==> src/rtl/bsg_dlatch_pipe_if.sv <==
// Handshake bundle for bsg_dlatch_pipe: producer side, consumer side, gate and occupancy.
// The slave modport is the pipe itself; the master modport is whatever drives and drains it.
interface bsg_dlatch_pipe_if #(
  parameter int width_p  = 16,
  parameter int stages_p = 2
);
  localparam int count_width_lp = $clog2(stages_p + 1);

  logic                      en_i;
  logic [width_p-1:0]        data_i;
  logic                      v_i;
  logic                      ready_o;
  logic [width_p-1:0]        data_o;
  logic                      v_o;
  logic                      ready_i;
  logic [count_width_lp-1:0] count_o;

  modport master (
    output en_i, data_i, v_i, ready_i,
    input  ready_o, data_o, v_o, count_o
  );

  modport slave (
    input  en_i, data_i, v_i, ready_i,
    output ready_o, data_o, v_o, count_o
  );
endinterface

==> src/rtl/bsg_dlatch_pipe.sv <==
// Gated elastic capture pipeline: stages_p flop stages with valid/ready flow, frozen while en_i=0.
// Optional macro BSG_DLATCH_PIPE_BYPASS_EN adds a same-cycle path through an empty pipe.
module bsg_dlatch_pipe #(
  parameter int width_p  = 16,
  parameter int stages_p = 2
) (
  input logic            clk_i,
  input logic            reset_n_i,
  bsg_dlatch_pipe_if.slave io
);
  localparam int count_width_lp = $clog2(stages_p + 1);
  localparam int last_lp        = stages_p - 1;

  logic [stages_p-1:0]       valid_r;
  logic [width_p-1:0]        data_r [stages_p];
  logic [count_width_lp-1:0] count_r;

  logic [stages_p-1:0] load;
  logic                pop;
  logic                push;
  logic                stored_push;
  logic                bypass;

  always_comb begin
    bypass = 1'b0;
`ifdef BSG_DLATCH_PIPE_BYPASS_EN
    bypass = (count_r == '0) & io.en_i & io.v_i & io.ready_i;
`endif
  end

  assign pop = io.en_i & valid_r[last_lp] & io.ready_i;

  // A stage may load when it is empty or its contents move on; walk from the output backwards.
  always_comb begin : load_chain
    logic chain;
    load  = '0;
    chain = pop;
    for (int k = stages_p - 1; k >= 0; k--) begin
      load[k] = io.en_i & (~valid_r[k] | chain);
      chain   = load[k];
    end
  end

  assign push        = io.v_i & load[0];
  assign stored_push = push & ~bypass;

  assign io.ready_o = load[0];
  assign io.v_o     = valid_r[last_lp] | bypass;
  assign io.data_o  = bypass ? io.data_i : data_r[last_lp];
  assign io.count_o = count_r;

  always_ff @(posedge clk_i) begin
    if (!reset_n_i) begin
      valid_r <= '0;
      count_r <= '0;
      for (int k = 0; k < stages_p; k++) begin
        data_r[k] <= '0;
      end
    end else begin
      if (load[0]) begin
        valid_r[0] <= stored_push;
        if (stored_push) begin
          data_r[0] <= io.data_i;
        end
      end
      // Data only moves with a valid source so empty slots never pick up garbage.
      for (int k = 1; k < stages_p; k++) begin
        if (load[k]) begin
          valid_r[k] <= valid_r[k-1];
          if (valid_r[k-1]) begin
            data_r[k] <= data_r[k-1];
          end
        end
      end
      if (stored_push & ~pop) begin
        count_r <= count_r + count_width_lp'(1);
      end else if (~stored_push & pop) begin
        count_r <= count_r - count_width_lp'(1);
      end
    end
  end

`ifndef SYNTHESIS
  hold_valid_when_gated: assert property (
    @(posedge clk_i) (reset_n_i && !io.en_i && valid_r[last_lp]) |=> valid_r[last_lp]
  );
`endif

endmodule

==> src/flat_wrapper.sv <==
// flat-port wrapper written by rule: the top's interface ports become plain ports
module bsg_dlatch_pipe_flat 
#(
  parameter int width_p  = 16,
  parameter int stages_p = 2
)
  (clk_i, reset_n_i, io_en_i, io_data_i, io_v_i, io_ready_i, io_ready_o, io_data_o, io_v_o, io_count_o);
  bsg_dlatch_pipe_if #(.width_p(width_p), .stages_p(stages_p)) io_i ();
  input logic clk_i;
  input logic reset_n_i;
  input wire logic [$bits(io_i.en_i)-1:0] io_en_i;
  input wire logic [$bits(io_i.data_i)-1:0] io_data_i;
  input wire logic [$bits(io_i.v_i)-1:0] io_v_i;
  input wire logic [$bits(io_i.ready_i)-1:0] io_ready_i;
  output wire logic [$bits(io_i.ready_o)-1:0] io_ready_o;
  output wire logic [$bits(io_i.data_o)-1:0] io_data_o;
  output wire logic [$bits(io_i.v_o)-1:0] io_v_o;
  output wire logic [$bits(io_i.count_o)-1:0] io_count_o;
  assign io_i.en_i = io_en_i;
  assign io_i.data_i = io_data_i;
  assign io_i.v_i = io_v_i;
  assign io_i.ready_i = io_ready_i;
  assign io_ready_o = io_i.ready_o;
  assign io_data_o = io_i.data_o;
  assign io_v_o = io_i.v_o;
  assign io_count_o = io_i.count_o;
  bsg_dlatch_pipe #(.width_p(width_p), .stages_p(stages_p)) u_core (.clk_i(clk_i), .reset_n_i(reset_n_i), .io(io_i));
endmodule
==> config.mk <==
export PLATFORM = sky130hd
export DESIGN_NAME = bsg_dlatch_pipe_flat
export DESIGN_NICKNAME = d
export VERILOG_FILES = /design/src/rtl/bsg_dlatch_pipe_if.sv /design/src/rtl/bsg_dlatch_pipe.sv /design/src/flat_wrapper.sv
export SDC_FILE = /design/constraint.sdc
export NUM_CORES = 1
export LEC_CHECK = 0
export BUFFER_PORTS_ARGS = -buffer_cell sky130_fd_sc_hd__buf_2
export CAP_MARGIN = 20
export CORE_MARGIN = 2
export CORE_UTILIZATION = 55
export CTS_CLUSTER_DIAMETER = 60
export CTS_CLUSTER_SIZE = 20
export DETAILED_ROUTE_END_ITERATION = 6
export PLACE_DENSITY = 0.83
export SLEW_MARGIN = 20
export SYNTH_ARGS = -nofsm -noshare
export SYNTH_HDL_FRONTEND = slang
export SYNTH_SLANG_ARGS = --single-unit
==> constraint.sdc <==
create_clock -name clk_i -period 5.1 [get_ports clk_i]
set_clock_uncertainty 0.05 [all_clocks]
set_input_delay 0.255 -clock clk_i [delete_from_list [all_inputs] [get_ports clk_i]]
set_output_delay 0.255 -clock clk_i [all_outputs]
set_load 0.005 [all_outputs]
==> results of run 1 <==
metal layers:
metal / vias up / wire length, um / track usage, %
met5: - / 0 / 0
met4: 0 / 55 / 7.97
met3: 5 / 174 / 6.35
met2: 33 / 1070 / 25.1
met1: 381 / 853 / 15.5
li1: 411 / - / -
power breakdown:
group | switching, uW | internal [uW] | total (uW) | leakage [uW]
logic | 21.0 | 21.2 | 42.2 | 0.000358
clock network | 86.4 | 53.0 | 139 | 0.0000269
registers | 5.51 | 340 | 346 | 0.000370
total | 113 | 414 | 527 | 0.000755
final cells by class:
| class | instances | area (sq um) |
|---|---|---|
| Sequential cell | 36 | 1040 |
| Clock inverter | 1 | 3.75 |
| Fill cell | 209 | 1030 |
| Tap cell | 31 | 38.8 |
| Clock buffer | 7 | 45.0 |
| Timing Repair Buffer | 41 | 208 |
| Multi-Input combinational cell | 53 | 367 |
sequential cells by signal, summed over array words and instances, names as in the netlist:
register	cells
u_core.data_r	32
u_core.valid_r	2
u_core.io.count_o	2
worst max-delay path, stage by stage, from the launching register on:
cell,delay [ps]
dfxtp_1,450
nand3b_4,110
and3_1,200
ha_1,330
or3_1,340
a21boi_0,170
path summary, 6_finish.rpt:
kind	from	end	slack, ps	cells past startpoint
worst max-delay path	u_core.valid_r[0]$_SDFFE_PN0N_	u_core.io.count_o[1]$_SDFFE_PN0P_	3380	5
worst min-delay path	io_data_i[7]	u_core.data_r[0][7]$_SDFFCE_PN0P_	140	2
worst max register to register	u_core.valid_r[0]$_SDFFE_PN0N_	u_core.io.count_o[1]$_SDFFE_PN0P_	3380	5
worst min register to register	u_core.io.count_o[1]$_SDFFE_PN0P_	u_core.io.count_o[1]$_SDFFE_PN0P_	450	2
kinds of logic after synthesis:
| logic type | after synthesis | synth area share [%] |
|---|---|---|
| and+or+nand+nor | 43 | 17.5 |
| AOI/OAI and AO/OA | 6 | 3.37 |
| DFF | 36 | 66.7 |
| buffers and inverters | 19 | 9.86 |
| adders and majority gates | 1 | 0.801 |
| xor gates and xnor gates | 2 | 1.12 |
| muxes | 1 | 0.641 |
cells in the mapped netlist, drive strengths merged:
cell | n | area (sq um)
or3 | 1 | 6.26
o2111a | 1 | 20.0
xnor2 | 1 | 8.76
a21boi | 3 | 22.5
nand3b | 1 | 20.0
nand2 | 3 | 11.3
nor2b | 1 | 6.26
nand3 | 1 | 5.00
buf | 19 | 154
mux2i | 1 | 10.0
o21ai | 2 | 10.0
dfxtp | 4 | 80.1
nand2b | 1 | 6.26
ha | 1 | 12.5
and3 | 1 | 6.26
xor2 | 1 | 8.76
and2 | 34 | 213
edfxtp | 32 | 961
metrics by stage:
step | power, uW | util (%) | hold WS [ps] | worst slack, ps
after floorplan | 384 | - | 327 | 2960
after global placement | 393 | 60.5 | 422 | 3440
after detailed placement | 396 | 60.5 | 440 | 3380
after CTS | 534 | 62.3 | 127 | 3360
after global routing | 549 | 62.3 | 129 | 3260
final | 527 | 62.3 | 142 | 3380
==> results.toml, run 1 <==
[status]
status = "complete, no violations"

[sta]
finalSetupTns_ps = 0
relSlewSlack_pct = 53.6
final_hold_viol_count = 0
tightest_slew_ps = 696
max_freq_ghz = 0.581
finalMaxSlewViolations = 0
rsz0062_at_grt = "no"
fin_crit_ps = 1720
finalCritPeriodShare_pct = 33.7
finalSetupViolCount = 0

[pwr]
p_per_area_nw_per_um2 = 310
p_leak_uw = 0.000755
vdd_drop_max_mv = 0.201

[clock_network]
hold_buffers = 0
cts_resized = 0
root_buffer = "clkbuf_4"
postCtsSetupBuffers = 0
clk_pin_slew_ps = 100
clkLatencyLatePin_ps = 330
numCtsBuffers = 5
cts_tree = "built"
cts_buffer_depth = 2
h-tree-depth = 2
cts_num_sinks = 36

[global_routing]
grt_max_degree = 33
grt_pass1_vias = 797
grt_remaining_overflow = 0
antenna_found_initial = 0
grt_first_pass_wirelength_mm = 3.48
grt_usage_pct = 14.8

[routing]
routed_wl_mm = 2.15
avgViaCountPerCell = 4.91
ant_nets = 0
wl_per_cell_um = 12.7
remaining_drc_errors = 0
num_vias = 830
drt_pass1_iterations = 4
drt_iter0_drc = 11

[finish]
area_delta_synth_final_pct = 9.05
finalNetCount = 159
fin_area_sq_um = 1700
drive_above_1_share_pct = 34.8
diodes = 0
stdcell_count = 169
final_cell_mix = "40 x buf_2, 34 x and2_1, 32 x edfxtp_1, 5 x clkbuf_4, 4 x dfxtp_1"
final_common_cell = "buf_2"

[critical_path]
cp_max_fo = 4
setup.worst_path.class = "reg2reg"
cp.required_ps = 5310
crit_path_end_kind = "flip-flop"
cp_data_arrival_time_ps = 1930
worst_setup_path_start_kind = "flip-flop"

[place]
port_buffers = 40
dp.cells = 161
dpl.hpwl_mm = 1.54
place_congestion = 0.713
place_area_sq_um = 1650

[floorplan]
die_w_um = 57.3
die_area_sq_um = 3280
fp.coreArea_sq_um = 2730
start_util_pct = 57.1
die_y_um = 57.3
std_cell_rows = 19
io_pins = 41

[run]
maxCapViolations = 0

[yosys]
synth-seq-cells = 36
syn_avg_cell_area_sq_um = 14.5
yosys_warnings = 0
ys_seq_area_share_pct = 66.7
synthesis.nets = 130
synth_cell_type_count = 19
netlist_area_sq_um = 1560
synth_cells = 108

[worst_hold_path]
hold_path_class = "in2reg"
Note: power is estimated with default switching activity, not from simulation.
==> run 2: changes to the inputs <==
Settings changed: CORE_UTILIZATION 55 to 46, PLACE_DENSITY 0.83 to 0.74.
Clock period 5.1 ns to 1.5 ns, I/O delays scaled along.
==> results.toml, run 2 (synthesis gave the netlist of run 1 again) <==
[critical_path]
r2r-end = "u_core.io.count_o[1]$_SDFFE_PN0P_"
cp.required_ps = 1720
crit_path_end_kind = "flip-flop"
reg2reg_depth = 6
setup.worst_path.class = "reg2reg"
cp_data_arrival_time_ps = 1700
cp_max_fo = 2
r2r_start = "u_core.valid_r[0]$_SDFFE_PN0N_"
worst_setup_path_start_kind = "flip-flop"
reg2reg_slack_ps = 20

[global_routing]
grt_first_pass_wirelength_mm = 3.91
gr-usage-met3_pct = 5.98
grt_pass1_vias = 862
gr-max-usage-layer = "met2"
antenna_found_initial = 0
grt_max_degree = 33
use_met1_pct = 14.0
use_met2_pct = 23.9
grt_usage_pct = 13.6
grt_remaining_overflow = 0

[clock_network]
numCtsBuffers = 5
h-tree-depth = 2
cts_tree = "built"
clkLatencyLatePin_ps = 330
cts_buffer_depth = 2
cts_num_sinks = 36
postCtsSetupBuffers = 0
root_buffer = "clkbuf_4"
clk_pin_slew_ps = 100

[floorplan]
start_util_pct = 47.2
die_area_sq_um = 3880
die_w_um = 62.3
io_pins = 41
die_y_um = 62.3
fp.coreArea_sq_um = 3310
std_cell_rows = 21

[pwr]
seq_power_share_pct = 57.8
totalPowerFinal_uw = 2030
combPwrFrac_pct = 9.9
switching_share_pct = 20.1
p_leak_uw = 0.000876
p_switching_uw = 407
p_clk_share_pct = 32.2
p_int_uw = 1620
vdd_drop_max_mv = 1.19
p_per_area_nw_per_um2 = 1020

[sta]
holdWs_ps = 11.6
final_hold_viol_count = 0
finalCritPeriodShare_pct = 98.7
fin_ws_ps = 19.5
finalSetupViolCount = 0
finalMaxSlewViolations = 0
rsz0062_at_grt = "yes"
fin_crit_ps = 1480
max_freq_ghz = 0.675
tightest_slew_ps = 244
relSlewSlack_pct = 83.7

[finish]
largest_reg_flops = 32
final_common_cell = "buf_2"
fin_area_sq_um = 2000
drive_above_1_share_pct = 37.9
final_cell_mix = "40 x buf_2, 34 x and2_1, 32 x edfxtp_1, 17 x dlygate4sd3_1, 6 x buf_4"
finalNetCount = 182
regMostFlops = "u_core.data_r"
diodes = 0
area_delta_synth_final_pct = 27.8

[worst_hold_path]
holdPathEnd = "u_core.valid_r[1]$_SDFFE_PN0P_"
min_path_cells = 4
hold_path_startpoint = "io_ready_i"
hold_path_class = "in2reg"

[routing]
routed_wl_mm = 2.41
wl_per_cell_um = 11.7
drt_iter0_drc = 28
ant_nets = 0
drt_pass1_iterations = 4
avgViaCountPerCell = 4.43
num_vias = 916
remaining_drc_errors = 0

[place]
port_buffers = 40
post-place-ws_ps = -42.0
place_congestion = 0.730
place_area_sq_um = 1740

[run]
maxCapViolations = 0

[status]
status = "complete, no violations"
-- run 2: changes by cell type in the layout (fill, tap and decap cells not counted), sizes merged --
cell         previous run  this run
bufinv                  0         1
clkbuf                  7         6
buf                    41        47
dlygate4sd3             0        17
-- run 2: metal layers --
metal	vias to the layer above	wire, um
met2	31	1300
met4	0	20
li1	459	-
met5	-	0
met1	424	951
met3	2	143
-- run 2: worst max path at each step --
stage,from,to,slack [ps],cells after the start
after global routing,u_core.valid_r[0]$_SDFFE_PN0N_,u_core.io.count_o[1]$_SDFFE_PN0P_,-30,6
after CTS,u_core.valid_r[0]$_SDFFE_PN0N_,u_core.io.count_o[1]$_SDFFE_PN0P_,20,6
after global placement,u_core.valid_r[0]$_SDFFE_PN0N_,u_core.io.count_o[1]$_SDFFE_PN0P_,20,6
after floorplan,u_core.valid_r[1]$_SDFFE_PN0P_,u_core.io.count_o[1]$_SDFFE_PN0P_,-20,5
after detailed placement,u_core.valid_r[0]$_SDFFE_PN0N_,u_core.io.count_o[1]$_SDFFE_PN0P_,-40,6
final,u_core.valid_r[0]$_SDFFE_PN0N_,u_core.io.count_o[1]$_SDFFE_PN0P_,20,6
-- run 2: layout make-up --
| cell class | count | area, sq um |
|---|---|---|
| Multi-Input combinational cell | 53 | 378 |
| Clock buffer | 6 | 41.3 |
| Timing Repair Buffer | 64 | 435 |
| Fill cell | 265 | 1320 |
| Sequential cell | 36 | 1050 |
| Clock inverter | 2 | 35.0 |
| Tap cell | 46 | 57.6 |
-- run 2: what timing repair did --
item | in CTS | in global routing
pin swaps | 1 | 0
resized for setup | 3 | 0
setup endpoints to repair | 1 | 1
hold buffers | 17 | 0
endpoints found under the hold margin | 20 | 0
-- run 2: critical path: stages (launching register included) --
cell and delay (ps):
dfxtp_4 370, nand3b_4 80, and3_4 190, ha_2 170
xor2_1 140, or3_1 310, a21boi_1 120
-- run 2: stage by stage --
stage                     utilization [%]  instances  setup TNS [ps]
final                                60.3        207               0
after detailed placement             52.6        182           -42.0
after global routing                 60.3        207           -35.0
after global placement               52.6        182               0
after floorplan                         -        108           -19.8
after CTS                            60.3        207               0
-- run 2: power by group through the flow --
| stage | logic (uW) | clock network (uW) | registers, uW |
|---|---|---|---|
| 5_1_grt | 220 | 724 | 1180 |
| 3_5_place_dp | 166 | 0 | 1200 |
| 4_1_cts | 203 | 672 | 1170 |
| 2_1_floorplan | 110 | 0 | 1190 |
| 6_report | 202 | 654 | 1170 |
| 3_3_place_gp | 160 | 0 | 1190 |
